`src/rtl/cluster_cfg_pkg.sv`:
```
// Shared types and size derivations for the configurable logic cluster.
// Every block that needs the chain geometry computes it from these functions.
package cluster_cfg_pkg;

   typedef enum logic [1:0] {
      UNCONFIG = 2'd0,
      LOADING  = 2'd1,
      ACTIVE   = 2'd2
   } cfg_state_t;

   // Smallest width that can encode 'value' distinct codes.
   function automatic int clog2(input int value);
      int result;
      result = 0;
      for (int b = 0; b < 31; b++) begin
         if ((1 << b) < value) result = b + 1;
      end
      return result;
   endfunction

   function automatic int le_width(input int k, input int i, input int n);
      return (2 ** k) + 1 + k * clog2(i + n);
   endfunction

   function automatic int cfg_total(input int k, input int n, input int i);
      return n * le_width(k, i, n);
   endfunction

endpackage

```
`src/rtl/logic_cluster_cfg_if.sv`:
```
// Configuration and logic I/O bundle of the cluster.
// The slave side is the cluster; the master side is whoever loads and drives it.
interface logic_cluster_cfg_if #(
   parameter int N = 4,
   parameter int I = 8
);
   logic         cfg_start;
   logic         cfg_valid;
   logic         cfg_bit;
   logic         cfg_out;
   logic         cfg_done;
   logic         active;
   logic [I-1:0] in;
   logic [N-1:0] out;

   modport master (
      output cfg_start, cfg_valid, cfg_bit, in,
      input  cfg_out, cfg_done, active, out
   );

   modport slave (
      input  cfg_start, cfg_valid, cfg_bit, in,
      output cfg_out, cfg_done, active, out
   );
endinterface

```
`src/rtl/logic_element.sv`:
```
// One K-input LUT with an output flip-flop and a registered/combinational output mux.
module logic_element #(
   parameter int K = 4
) (
   input  logic            clock,
   input  logic            reset,
   input  logic            clear,
   input  logic            active,
   input  logic [2**K-1:0] truth,
   input  logic            reg_sel,
   input  logic [K-1:0]    sel_in,
   output logic            q,
   output logic            out
);

   logic lut;

   assign lut = truth[sel_in];

   // The flop only runs while the cluster is active, so a fresh load always starts from 0.
   always_ff @(posedge clock) begin
      if (reset || clear) begin
         q <= 1'b0;
      end else if (active) begin
         q <= lut;
      end else begin
         q <= 1'b0;
      end
   end

   assign out = reg_sel ? q : lut;

endmodule

```
`src/rtl/logic_cluster_cfg.sv`:
```
// Serially configured cluster of N logic elements with input select muxes.
// The configuration chain also acts as a shift register for daisy-chained readback.
module logic_cluster_cfg
   import cluster_cfg_pkg::*;
#(
   parameter int K = 4,
   parameter int N = 4,
   parameter int I = 8
) (
   input logic                 clock,
   input logic                 reset,
   logic_cluster_cfg_if.slave  bus
);

   localparam int SEL_W     = clog2(I + N);
   localparam int LE_W      = le_width(K, I, N);
   localparam int CFG_TOTAL = cfg_total(K, N, I);
   localparam int TT_W      = 2 ** K;
   localparam int CNT_W     = clog2(CFG_TOTAL + 1);

   cfg_state_t             state;
   logic [CNT_W-1:0]       count;
   logic [CFG_TOTAL-1:0]   chain;
   logic                   done_r;
   logic                   active_r;
   logic [N-1:0]           le_q;
   logic [N-1:0]           le_out;
   logic [2**SEL_W-1:0]    src;

   // Configuration FSM: a start pulse always wins over data, and the last accepted
   // bit flips straight to ACTIVE with a one-cycle done pulse.
   always_ff @(posedge clock) begin
      if (reset) begin
         state    <= UNCONFIG;
         count    <= '0;
         chain    <= '0;
         done_r   <= 1'b0;
         active_r <= 1'b0;
      end else begin
         done_r <= 1'b0;
         if (bus.cfg_start) begin
            state    <= LOADING;
            count    <= '0;
            active_r <= 1'b0;
         end else begin
            case (state)
               LOADING: begin
                  if (bus.cfg_valid) begin
                     chain <= {chain[CFG_TOTAL-2:0], bus.cfg_bit};
                     if (count == CNT_W'(CFG_TOTAL - 1)) begin
                        state    <= ACTIVE;
                        count    <= '0;
                        done_r   <= 1'b1;
                        active_r <= 1'b1;
                     end else begin
                        count <= count + CNT_W'(1);
                     end
                  end
               end
               UNCONFIG, ACTIVE: begin
                  state <= state;
               end
               default: begin
                  state    <= UNCONFIG;
                  active_r <= 1'b0;
               end
            endcase
         end
      end
   end

   // Select sources: external inputs, then LE flop outputs, then constant zeros.
   // Only registered LE outputs are offered, which rules out combinational loops.
   always_comb begin
      src            = '0;
      src[I+N-1:0]   = {le_q, bus.in};
   end

   for (genvar j = 0; j < N; j++) begin : g_le
      logic [K-1:0] sel_in;

      always_comb begin
         sel_in = '0;
         for (int i = 0; i < K; i++) begin
            sel_in[i] = src[chain[j*LE_W + TT_W + 1 + i*SEL_W +: SEL_W]];
         end
      end

      logic_element #(.K(K)) u_le (
         .clock   (clock),
         .reset   (reset),
         .clear   (bus.cfg_start),
         .active  (active_r),
         .truth   (chain[j*LE_W +: TT_W]),
         .reg_sel (chain[j*LE_W + TT_W]),
         .sel_in  (sel_in),
         .q       (le_q[j]),
         .out     (le_out[j])
      );
   end

   assign bus.cfg_out  = chain[CFG_TOTAL-1];
   assign bus.cfg_done = done_r;
   assign bus.active   = active_r;
   assign bus.out      = active_r ? le_out : '0;

endmodule

```
`src/flat_wrapper.sv`:
```
// flat-port wrapper written by rule: the top's interface ports become plain ports
module logic_cluster_cfg_flat import cluster_cfg_pkg::*;
#(
   parameter int K = 4,
   parameter int N = 4,
   parameter int I = 8
)
  (clock, reset, bus_cfg_start, bus_cfg_valid, bus_cfg_bit, bus_in, bus_cfg_out, bus_cfg_done, bus_active, bus_out);
  logic_cluster_cfg_if #(.N(N), .I(I)) bus_i ();
  input logic clock;
  input logic reset;
  input wire logic [$bits(bus_i.cfg_start)-1:0] bus_cfg_start;
  input wire logic [$bits(bus_i.cfg_valid)-1:0] bus_cfg_valid;
  input wire logic [$bits(bus_i.cfg_bit)-1:0] bus_cfg_bit;
  input wire logic [$bits(bus_i.in)-1:0] bus_in;
  output wire logic [$bits(bus_i.cfg_out)-1:0] bus_cfg_out;
  output wire logic [$bits(bus_i.cfg_done)-1:0] bus_cfg_done;
  output wire logic [$bits(bus_i.active)-1:0] bus_active;
  output wire logic [$bits(bus_i.out)-1:0] bus_out;
  assign bus_i.cfg_start = bus_cfg_start;
  assign bus_i.cfg_valid = bus_cfg_valid;
  assign bus_i.cfg_bit = bus_cfg_bit;
  assign bus_i.in = bus_in;
  assign bus_cfg_out = bus_i.cfg_out;
  assign bus_cfg_done = bus_i.cfg_done;
  assign bus_active = bus_i.active;
  assign bus_out = bus_i.out;
  logic_cluster_cfg #(.K(K), .N(N), .I(I)) u_core (.clock(clock), .reset(reset), .bus(bus_i));
endmodule
```
`config.mk`:
```
export PLATFORM = sky130hd
export DESIGN_NAME = logic_cluster_cfg_flat
export DESIGN_NICKNAME = d
export VERILOG_FILES = /design/src/rtl/cluster_cfg_pkg.sv /design/src/rtl/logic_cluster_cfg_if.sv /design/src/rtl/logic_element.sv /design/src/rtl/logic_cluster_cfg.sv /design/src/flat_wrapper.sv
export SDC_FILE = /design/constraint.sdc
export NUM_CORES = 1
export LEC_CHECK = 0
export ABC_AREA = 1
export CORE_ASPECT_RATIO = 0.7
export CORE_MARGIN = 4
export CORE_UTILIZATION = 56
export DETAILED_ROUTE_END_ITERATION = 10
export PLACE_DENSITY = 0.73
export SYNTH_ARGS = -nofsm -noshare
export SYNTH_HDL_FRONTEND = slang
export SYNTH_HIERARCHICAL = 1
export SYNTH_SLANG_ARGS = --single-unit
```
`constraint.sdc`:
```
create_clock -name clock -period 7.4 [get_ports clock]
set_clock_uncertainty 0.15 [all_clocks]
set_input_delay 1.48 -clock clock [delete_from_list [all_inputs] [get_ports clock]]
set_output_delay 1.48 -clock clock [all_outputs]
set_load 0.02 [all_outputs]
```
**After elaboration in Yosys (flattened, before gate mapping)**

Cells that the tools add are included.

- Add/sub/neg operators: 1
- Order comparisons: 20
- Eq/ne operators: 8
- Mux-type cells: 54
- Bitwise gates (word level): 5
- Reductions and logical operators: 10

Operator list:

| cell | number |
|---|---|
| < comparator 4 x 5 -> 1 bit, second input constant | 20 |
| binary-select mux 1 bit (select 4 bit) | 20 |
| 2-to-1 mux 1 bit | 28 |
| AND reduction 3 bit | 3 |
| adder 8 x 1 -> 8 bit, second input constant | 1 |
| equality test 8 bit, second input constant | 1 |
| 2-to-1 mux 8 bit | 1 |
| OR reduction 2 bit | 3 |
| NOT 1 bit | 5 |
| 2-to-1 mux 2 bit | 2 |
| 2-to-1 mux 4 bit | 1 |
| != test 2 bit, second input constant | 2 |
| one-hot mux 2 bit (2 select lines) | 1 |
| OR reduction 4 bit | 1 |
| != test 3 x 2 -> 1 bit, second input constant | 1 |
| != test 3 bit, second input constant | 1 |
| equality test 2 x 1 -> 1 bit, second input constant | 1 |
| equality test 2 bit, second input constant | 1 |
| logical NOT 2 bit | 1 |
| != test 2 x 1 -> 1 bit, second input constant | 1 |
| one-hot mux 1 bit (2 select lines) | 1 |
| AND reduction 2 bit | 1 |
| logical OR 1 bit | 1 |

- Flip-flop bits (word level): 148
- Input port bits: 13
- Output and inout port bits: 7
- Word-level logic and storage cells: 108

**Longest topological paths before layout**

Gate-level depths: netlist of the first run.

- Depth in word-level cells: 6
- Mapped depth: 20
- Gate-level depth less buffers: 18

**Cells and area by module**

Netlist of the first run, hierarchy kept.

Modules (own cells, without submodules):

| module | instances | cells each | area each (um^2) | sequential area each (um^2) |
|---|---|---|---|---|
| logic_cluster_cfg | 1 | 1033 | 6927.9 | 2862.7 |
| logic_element | 4 | 58 | 290.3 | 20.0 |

**Least setup slack after synthesis of the first run**

OpenSTA, ideal clock, no wires.

- Path kind: input port to output port
- Start: input bus_in[1]
- End: output bus_out[3]
- Data arrival time: 3010 ps
- Data required time: 5770 ps
- Setup slack: 2760 ps
- Cell stages on the path: 19
- Buffers on the path: 2
- Cell sequence: inv_1 -> clkbuf_1 -> nand2_1 -> nand3_1 -> nand3_1 -> nand3b_1 -> nand2_1 -> buf_6 -> inv_8 -> nand2_1 -> nand2_1 -> nand2_1 -> nand3_1 -> nand3_2 -> nand2_1 -> nand2_1 -> nand2_1 -> nand2_1 -> inv_1

- Cells in the longest elaborated chain, start to end: 6
- Elaborated cells on any way between the ends: 12
- Those cells by class: mux: 12

RTL lines:

| element | RTL line | source |
|---|---|---|
| start: declaration | flat_wrapper.sv:15 | `input wire logic [$bits(bus_i.in)-1:0] bus_in;` |
| binary-select mux 1 bit (select 4 bit) | logic_cluster_cfg.sv:85 | `sel_in[i] = src[chain[j*LE_W + TT_W + 1 + i*SEL_W +: SEL_W]];` |
| 2-to-1 mux 1 bit (not written as such) | logic_cluster_cfg.sv:85 |  |
| named net u_core.g_le[3].sel_in[0] | logic_cluster_cfg.sv:80 | `logic [K-1:0] sel_in;` |
| binary-select mux 1 bit (select 4 bit) | logic_element.sv:18 | `assign lut = truth[sel_in];` |
| 2-to-1 mux 1 bit (not written as such) | logic_element.sv:18 |  |
| 2-to-1 mux 1 bit | logic_element.sv:31 | `assign out = reg_sel ? q : lut;` |
| named net u_core.le_out[3] | logic_cluster_cfg.sv:27 | `logic [N-1:0] le_out;` |
| 2-to-1 mux 4 bit | logic_cluster_cfg.sv:105 | `assign bus.out = active_r ? le_out : '0;` |
| end: declaration | flat_wrapper.sv:19 | `output wire logic [$bits(bus_i.out)-1:0] bus_out;` |

The timed path passes the listed nets, and every way through them passes these cells. The select of a mux whose other input is x is not followed.

**Worst setup path after layout of the first run**

- Start: input bus_in[5]
- End: output bus_out[3]

The elaborated chain is that of the path after synthesis.

==> results.toml, run 1 <==
[finish]
fin_util = 0.621
final_cell_mix = "nand2_1, o21ai_0, nor2_1"
fillers = 1302
area_growth_pct = 7.63
layout_commonest_cell = "nand2_1"
fin_cells = 1433
num-nets-final = 1245
antenna_cells = 0
drive_above_1_share = 0.0539

[route]
drt-initial-drc-count = 743
routed_via_density = 5.36
drc = 0
drt-wirelength-per-cell_um = 13.8
via_count = 7685
drt.antenna.violating_nets = 0
drt-total-wl_mm = 19.8
drtPass1Iterations = 5

[clock_network]
root_buffer = "clkbuf_16"
cts_buffers = 17
post_cts_resized = 0
cts_max_path_buffers = 2
worst_skew_pair.late_latency_ps = 430
cts-hold-fix-buffers = 0
cts_tree = "built"
path_clk_slew_ps = 60
htreeDepth = 4
cts.sinks = 147
cts_setup_buffers = 0

[timing]
rsz0062_at_grt = "no"
hold_violations = 0
layout_min_cycle_time_ps = 6200
finalSetupTns_ps = 0
tightest_slew_ps = 1100
fmax_mhz = 161
fin_crit_sh = 0.838
setup_viol = 0
final_max_slew_viol_count = 0
max_slew_margin = 0.266

[critical_path]
cp_common_cell = "nand2_1"
arrival_ps = 4570
crit_slowest_cell = "clkdlybuf4s50_1"
worst_setup_path_start_kind = "input pin"
r2r_cells = 7
crit_type = "in2out"
crit_required_ps = 5770
critical_path_peak_fanout = 15
crit_chain = "clkdlybuf4s50_1 -> nand2_1 -> nand3_1 -> nand2_1 -> nand2_1 -> nand3b_1 -> nand2_1 -> inv_8 -> nand2_1 -> nand3_1 -> nand3_1 -> nand3_2 -> nand2_1 -> nand2_1 -> nand2_1 -> nand2_1 -> inv_1 -> clkdlybuf4s50_1"
endpoint_kind = "output pin"
crit_path_max_incr_delay_ps = 980

[die]
core_um2 = 14000
die_area_um2 = 16500
start_util = 0.577
rows = 36
dieHeight_um = 109
die_w_um = 152
ios = 20

[status]
status = "finished clean"

[global_route]
grt_pass1_wl_mm = 32.8
grt_usage = 0.246
grt_overflow = 0
grt_max_degree = 101
antenna_found_initial = 0
first_global_vias = 6876

[pwr]
p_sw_uw = 541
switching_share = 0.269
p_leak_uw = 0.00389
pwr-share-seq = 0.424
clock_power_share = 0.442
p_int_uw = 1470
powerDensity_nw_per_um2 = 231
comb_power_share = 0.134
irDropWorstVdd_mv = 0.155
finalPower_uw = 2010

[placement]
gp_congestion = 0.832
dpl.cell_count = 1402
io_buffer_count = 19
hpwlAfterDp_mm = 11.6

[synthesis]
yosysTopAreaCellShare = 0.364
postSynth.asyncResetShare = 0
synth_fp_nets = 1279
synthCells = 1265
yosys_warnings = 6
syn_avg_cell_area_um2 = 6.39
ys_seq_area_frac = 0.364
synth_edf_count = 0
ys_seq_elements = 147
synth_area_um2 = 8090
synthFlopType = "dfxtp_1"
synth.area.top_cells = "dfxtp_1, nand2_1, o21ai_0"
yosys.area.top_type = "dfxtp_1"
synth_cell_types = 26

[worst_hold_path]
hold_depth = 2
hold_path.class = "reg2reg"

[run]
drv_cap = 0
-- sequential cells by signal (all words and copies together), names as in the netlist --
signal and count:
u_core/g_le.u_le/q 4, u_core/count 8, u_core/bus.cfg_done 1, u_core/state 2
u_core/chain 132
-- synthesized netlist by cell type (all sizes together) (2+ instances only) --
master,number
dfxtp,147
nand2,298
nor2,154
o21ai,164
nand3b,17
nand3,135
buf,55
clkbuf,21
nor3,2
nand4,18
inv,145
a21oi,105
-- metrics by stage --
stage / area, um^2 / hold WS [ps] / worst slack, ps
2_1_floorplan: 8090 / 313 / 2760
3_3_place_gp: 8110 / 325 / 1280
3_5_place_dp: 8110 / 328 / 1250
4_1_cts: 8710 / 352 / 1240
5_1_grt: 8710 / 366 / 937
6_report: 8710 / 350 / 1200
-- logic make-up after synthesis --
kind of cell | count (synthesis) | synth area share
DFF | 147 | 0.364
buffers and inverters | 221 | 0.125
xor gates and xnor gates | 2 | 0.00217
adders and majority gates | 1 | 0.00155
and+or+nand+nor | 625 | 0.341
AOI/OAI and AO/OA | 269 | 0.166
-- metal layers --
layer,share of wire,routed length [um],track usage
met1,0.48,9510,0.339
met2,0.43,8530,0.376
met3,0.071,1390,0.0511
met4,0.017,328,0.0981
met5,0,0,0
-- final timing paths --
kind                                                      from                             end  slack (ps)
worst max-delay path                                 bus_in[5]                      bus_out[3]        1200
worst min-delay path            u_core/chain[101]$_SDFFE_PP0P_  u_core/chain[102]$_SDFFE_PP0P_         350
worst max register to register    u_core/state[1]$_SDFFE_PP0P_  u_core/chain[131]$_SDFFE_PP0P_        4750
worst min register to register  u_core/chain[101]$_SDFFE_PP0P_  u_core/chain[102]$_SDFFE_PP0P_         350
-- power groups by stage --
stage / Sequential, uW / Clock, uW / Combinational [uW]
3_3_place_gp: 870 / 0 / 261
2_1_floorplan: 857 / 0 / 227
5_1_grt: 859 / 934 / 307
3_5_place_dp: 870 / 0 / 265
6_report: 855 / 890 / 269
4_1_cts: 853 / 902 / 268
-- worst max-delay path: cells and delay by family --
kind	cells	cell delay, ps
buffers and inverters	4	1700
and+or+nand+nor	14	1380
-- cell type report --
class / instances / area, um^2 / area share
Tap cell: 190 / 238 / 0.0273
Clock buffer: 20 / 437 / 0.0502
Sequential cell: 147 / 2940 / 0.338
Multi-Input combinational cell: 897 / 4130 / 0.475
Clock inverter: 11 / 161 / 0.0185
Timing Repair Buffer: 23 / 220 / 0.0253
Inverter: 145 / 574 / 0.0660
Power figures use the tool's default switching activity.
==> run 2: changes to the inputs <==
clock period = 6.1 ns   (was 7.4 ns; I/O delays follow)
==> results.toml, run 2 (same netlist as run 1, synthesis figures left out) <==
[status]
status = "finished clean"

[route]
drt-initial-drc-count = 680
drt-wirelength-per-cell_um = 13.9
drc = 0
routed_via_density = 5.39
drt-total-wl_mm = 20.1
drt.antenna.violating_nets = 0
drtPass1Iterations = 5
via_count = 7777

[clock_network]
worst_skew_pair.late_latency_ps = 430
cts_tree = "built"
root_buffer = "clkbuf_16"
cts_buffers = 17
post_cts_resized = 0
cts_max_path_buffers = 2
cts-hold-fix-buffers = 0
cts_setup_buffers = 0
htreeDepth = 4
path_clk_slew_ps = 60
cts.sinks = 147

[pwr]
p_leak_uw = 0.00395
switching_share = 0.272
comb_power_share = 0.131
clock_power_share = 0.456
irDropWorstVdd_mv = 0.206
powerDensity_nw_per_um2 = 285
p_int_uw = 1830
pwr-share-seq = 0.412
p_sw_uw = 684

[finish]
antenna_cells = 0
multi_input_area_um2 = 4130
largest_register_ffs = 132
final_cell_mix = "nand2_1, o21ai_0, nor2_1"
area_growth_pct = 9.19
top_register = "u_core/chain"
fin_cells = 1443
largestRegisters = "u_core/chain x132, u_core/count x8, u_core/g_le.u_le/q x4"
drive_above_1_share = 0.0638
fillers = 1305
layout_commonest_cell = "nand2_1"
final-seq-area_um2 = 2940
num-nets-final = 1254

[die]
core_um2 = 14000
start_util = 0.577
die_area_um2 = 16500
ios = 20
dieHeight_um = 109
die_w_um = 152
rows = 36

[timing]
layout_min_cycle_time_ps = 5550
finalSetupTns_ps = 0
rsz0062_at_grt = "no"
fin_crit_sh = 0.910
hold_violations = 0
max_slew_margin = 0.286
tightest_slew_ps = 1070
fmax_mhz = 180
final_max_slew_viol_count = 0
setup_viol = 0

[critical_path]
crit_required_ps = 4730
crit_type = "in2out"
worst_setup_path_start_kind = "input pin"
endpoint_kind = "output pin"
arrival_ps = 4180
critical_path_peak_fanout = 12

[placement]
hpwlAfterDp_mm = 12.0
gp_congestion = 0.850
dpl.cell_count = 1411
io_buffer_count = 19

[global_route]
antenna_found_initial = 0
grt_overflow = 0
first_global_vias = 6804
grt_pass1_wl_mm = 33.6
grt_usage = 0.254
grt_max_degree = 165

[worst_hold_path]
hold_path.class = "reg2reg"

[run]
drv_cap = 0
## run 2: changes by cell type in the layout (fill, tap and decap cells not counted)
cell        change
buf_12          +1
buf_4           +8
clkbuf_1        -3
clkbuf_8        +3
clkinv_2        -3
clkinvlp_4      +3
inv_6           +1
## run 2: layout make-up
class,count,share of cell area
well taps,190,0.0269
clock buffers,20,0.0528
flip-flops and latches,147,0.333
multi-input cells,897,0.468
inverters,145,0.0650
repair buffers,32,0.0340
clock inverters,12,0.0201
## run 2: path summary, 6_finish.rpt
check	startpoint	endpoint	slack [ps]	cells after the start
max	bus_in[7]	bus_out[3]	550	18
min	u_core/chain[66]$_SDFFE_PP0P_	u_core/chain[67]$_SDFFE_PP0P_	350	2
max reg2reg	u_core/g_le[1].u_le/q$_SDFF_PP0_	u_core/g_le[0].u_le/q$_SDFF_PP0_	3650	10
min reg2reg	u_core/chain[66]$_SDFFE_PP0P_	u_core/chain[67]$_SDFFE_PP0P_	350	2
## run 2: critical path, cell delays in order
cell and delay, ps:
clkdlybuf4s50_1 880, nand2_1 110, nand3_1 100, nand2_1 80, nand2_1 60, nand3b_1 70
nand2_1 320, inv_8 70, nand2_1 70, nand3_1 80, nand3_1 90, nand3_2 80
nand2_1 80, nand2_1 50, nand2_1 90, nand2_1 60, inv_1 60, clkdlybuf4s50_1 590
## run 2: metal layers
| metal | wire, um | GRT usage | vias up | share of wire |
|---|---|---|---|---|
| li1 | - | - | 4025 | - |
| met1 | 9650 | 0.360 | 3466 | 0.48 |
| met2 | 8540 | 0.378 | 247 | 0.43 |
| met3 | 1460 | 0.0499 | 39 | 0.073 |
| met4 | 424 | 0.103 | 0 | 0.021 |
| met5 | 0 | 0 | - | 0 |
## run 2: power groups by stage
stage               clock [uW]  combinational (uW)  sequential (uW)
detailed placement           0                 326             1060
CTS                       1160                 329             1040
floorplan                    0                 276             1040
global route              1210                 376             1040
finish                    1150                 330             1040
global placement             0                 322             1060
## run 2: through the flow
| stage | setup WS [ps] | area (um^2) | power, uW | utilization | hold WS, ps |
|---|---|---|---|---|---|
| floorplan | 1980 | 8090 | 1320 | - | 313 |
| global placement | 633 | 8190 | 1380 | 0.584 | 327 |
| detailed placement | 595 | 8190 | 1380 | 0.584 | 330 |
| CTS | 591 | 8830 | 2530 | 0.630 | 349 |
| global route | 278 | 8830 | 2630 | 0.630 | 370 |
| finish | 551 | 8830 | 2510 | 0.630 | 353 |
==> edit 1: new RTL, flow settings as in run 2 <==
`N` is set to 4 in 3 places; all go to 8.
--- a/src/rtl/logic_cluster_cfg_if.sv
+++ b/src/rtl/logic_cluster_cfg_if.sv
@@ -3,3 +3,3 @@
 interface logic_cluster_cfg_if #(
-   parameter int N = 4,
+   parameter int N = 8,
    parameter int I = 8
--- a/src/rtl/logic_cluster_cfg.sv
+++ b/src/rtl/logic_cluster_cfg.sv
@@ -6,3 +6,3 @@
    parameter int K = 4,
-   parameter int N = 4,
+   parameter int N = 8,
    parameter int I = 8
--- a/src/flat_wrapper.sv
+++ b/src/flat_wrapper.sv
@@ -4,3 +4,3 @@
    parameter int K = 4,
-   parameter int N = 4,
+   parameter int N = 8,
    parameter int I = 8
Ports: changed (resized bus_out); port bits go from 20 to 24. No check against the original RTL was run, so the function may have changed too.
==> edit 1 against run 2 <==
- global-route usage up 2.0 points
- final area up 110%
- worst setup slack better by 13 ps
- total power up 93%
- combinational power up 130%
- sequential cell count up 137
- synthesized area up 110%
- wire length up 130%
==> edit 1: results <==
[power]
power_leakage_uw = 0.007807
power.ir.vdd_worst_v = 0.0002053
power_clock_uw = 2080

[grt]
track_usage_pct = 27.35
first_global_vias = 15730

[critical_path]
worst_path_largest_cell_delay_ps = 600
arrival_ps = 4170
cp_max_fo = 11

[cts]
clock_tree.buffer_depth = 3
clock_tree.htree_level_count = 1
source_to_sink_clock_delay_at_the_later_pin_of_the_worst_skew_pair_ps = 580
clock_buffers_created_by_tritoncts = 29

[drt]
detailedRoute.firstPassIterationCount = 6
drtIter0Drc = 1766
vias_cell = 5.626
routedWlPerCell_microns = 15.03

[yosys]
synthCells = 2736
synth_compound_area_share_pct = 13.48
synth_net_count = 2750
synthXorXnorAreaFrac_pct = 0.1036
synth_cell_count_leaders = "723 x sky130_fd_sc_hd__nand2_1, 457 x sky130_fd_sc_hd__nand3_1, 293 x sky130_fd_sc_hd__nor2_1"

[cells_and_area]
nFillCells = 2693
biggestRegsByFlops = "u_core/chain x264, u_core/count x9, u_core/g_le.u_le/q x8"
finalInstanceArea_sq_um = 18220
post_route_cells_drive_above_1_share_pct = 5.763

[placed_design]
placedCellCount = 3024
final_weighted_congestion_in_routability_driven_placement = 0.8693

[status]
run_status = "finished clean"
edit 1: changes by cell type in the layout (fill, tap and decap cells not counted), moves of 12 or more:
cell / delta
sky130_fd_sc_hd__buf_12: +12
sky130_fd_sc_hd__nor2_1: +140
sky130_fd_sc_hd__nand4_1: -16
sky130_fd_sc_hd__nand3b_1: +15
sky130_fd_sc_hd__nand2_1: +434
sky130_fd_sc_hd__clkbuf_16: +12
sky130_fd_sc_hd__nand3_1: +339
sky130_fd_sc_hd__nand3_2: +16
sky130_fd_sc_hd__inv_1: +119
sky130_fd_sc_hd__o211ai_1: +32
sky130_fd_sc_hd__o21ai_1: +96
sky130_fd_sc_hd__dfxtp_1: +137
sky130_fd_sc_hd__a21oi_1: +36
edit 1: final cells by class:
cell class                 count  area share, %
multi-input combinational   2008          50.42
tap                          405          2.782
clock inverter                22          1.957
inverter                     269          5.900
clock buffer                  31          4.135
timing repair buffer          58          3.599
sequential                   284          31.21
edit 1: per-stage QoR:
step                      power [uW]  worst slack, ps  hold slack (ps)
final                           4858            564.0            313.5
after global routing            5089            313.4            357.9
after CTS                       4881            580.5            316.7
after detailed placement        2806            608.6            305.5
after global placement          2783            677.6            298.1
after floorplan                 2663             2022            288.9
edit 1: layer usage:
metal  GRT usage, %  part of all wire (%)  vias up
met5              0                     0        -
met2          43.22                    43      661
li1               -                     -     8683
met3          3.969                   8.1      123
met4          9.135                   3.1        0
met1          38.50                    46     7844
edit 1: worst paths after layout:
check                               end  cells past startpoint                  start
hold / removal          u_core/count[6]                      2        u_core/count[6]
setup reg to reg  u_core/g_le[4].u_le/q                     12  u_core/g_le[3].u_le/q
hold reg to reg         u_core/count[6]                      2        u_core/count[6]
setup / recovery             bus_out[0]                     20              bus_in[1]
==> edit 2: new RTL, config.mk and constraints of run 2 <==
Made on the original files. Reset style: asynchronous (`reset`), changed in one clocked block.
--- a/src/rtl/logic_cluster_cfg.sv
+++ b/src/rtl/logic_cluster_cfg.sv
@@ -31,3 +31,3 @@
    // bit flips straight to ACTIVE with a one-cycle done pulse.
-   always_ff @(posedge clock) begin
+   always_ff @(posedge clock or posedge reset) begin
       if (reset) begin
Function: same outputs for any inputs over 4 cycles, from zero or initial values and one cycle with reset high; that may be too few to reach the edited logic, so the function may still have changed.
==> edit 2 against run 2 <==
- synthesized cell count shrank 6.1%
- worst setup slack lost 120 ps
- wire length shrank 4.9%
- sequential cell count is the same
- synthesized area grew 6.0%
- cell count shrank 4.5%
- fmax shrank 2.1%
- final area grew 4.1%
- critical path type unchanged
- critical endpoint is now bus_out[2]
- highest routed layer unchanged
Power is not compared: it rests on default switching activity, and its combinational part moved more than twofold at a synthesized area within 25%.
==> edit 2: results <==
[critical_path]
regToRegEndpoint = "u_core/chain[98]"
arrival_ps = 4300
r2r_setup_slack_ps = 3570
timing.reg2reg.worst_path_depth = 6
rr_startpoint = "u_core/state[1]"

[drt]
drtIter0Drc = 661
detailroute.via_count = 7333
detailedRoute.firstPassIterationCount = 6
routedWlPerCell_microns = 13.86

[placed_design]
detailed_place_hpwl_mm = 12.20
dpl_cell_area_sq_um = 8591
final_weighted_congestion_in_routability_driven_placement = 0.8413
placedCellCount = 1346
place_ws_ps = 466.1

[yosys]
synth_async_sr_flop_share_pct = 97.28
syn_avg_cell_area_sq_um = 7.214
synth_cell_count_leaders = "327 x sky130_fd_sc_hd__nand2_1, 170 x sky130_fd_sc_hd__inv_1, 143 x sky130_fd_sc_hd__dfrtp_1"
synth.yosys.seq_area_share_pct = 42.69
synthTopCellsByArea = "sky130_fd_sc_hd__dfrtp_1 42%, sky130_fd_sc_hd__nand2_1 14%, sky130_fd_sc_hd__inv_1 7.4%"
synth_net_count = 1202
yosys.cell_types.count = 30
top_reg_cell_synth = "sky130_fd_sc_hd__dfrtp_1"

[timing]
timing.final.crit_period_ps = 5669
transition_time_of_the_tightest_slew_check_pin_ps = 1002

[cts]
clock_tree.buffer_depth = 2
root_buffer = "sky130_fd_sc_hd__clkbuf_16"
post-cts-setup-buffers = 0

[min_path]
worstHoldEndpoint = "u_core/chain[93]"
hp-start = "u_core/chain[93]"
worstHoldPathCells = 2

[power]
p_int_uw = 2132

[grt]
wire_length_of_the_first_global_routing_pass_mm = 32.94
grt_max_degree = 193
first_global_vias = 6701
track_usage_pct = 22.79

[status]
run_status = "finished clean"

[cells_and_area]
post_layout_nonfiller_instances = 1378
post_route_cells_drive_above_1_share_pct = 6.847
-- edit 2: cell families (layout without fill, tap and decap cells) --
kind of cell | count (synthesis) | after routing | share of synthesized area (%)
and+or+nand+nor | 523 | 523 | 26.32
AOI/OAI and AO/OA | 271 | 271 | 16.54
buffers and inverters | 244 | 239 | 14.10
DFF | 147 | 147 | 42.69
xor gates and xnor gates | 2 | 2 | 0.2044
adders and majority gates | 1 | 1 | 0.1460
-- edit 2: how the worst max path moves through the flow --
stage / startpoint / depth (start not counted) / endpoint
6_report: bus_in[5] / 18 / bus_out[2]
5_1_grt: bus_in[5] / 18 / bus_out[2]
4_1_cts: bus_in[5] / 18 / bus_out[2]
3_5_place_dp: bus_in[5] / 18 / bus_out[2]
3_3_place_gp: bus_in[5] / 18 / bus_out[1]
2_1_floorplan: reset / 1 / u_core/bus.cfg_done
-- edit 2: layout make-up --
type,count,share of cell area (%)
flip-flops and latches,147,39.78
inverters,176,7.565
multi-input cells,797,40.37
repair buffers,31,3.048
clock inverters,14,1.810
well taps,195,2.653
clock buffers,18,4.776
-- edit 2: per-layer routing --
layer / routed length [microns] / global-route usage, % / share of wire, %
met1: 9768 / 36.04 / 51
met2: 7821 / 32.20 / 41
met3: 1305 / 3.768 / 6.8
met4: 207 / 6.064 / 1.1
met5: 0 / 0 / 0
-- edit 2: power by group through the flow --
stage               combinational [uW]  sequential, uW  clock, uW
finish                             977            1350       1070
global placement                   948            1360          0
detailed placement                 966            1360          0
global route                      1140            1380       1140
CTS                                971            1350       1100
floorplan                          877            1280          0
-- edit 2: stage by stage --
step,hold WS [ps],utilization (%)
after floorplan,324.2,-
after global placement,344.5,57.81
after detailed placement,347.7,57.81
after CTS,364.0,61.88
after global routing,380.8,61.88
final,362.6,61.88
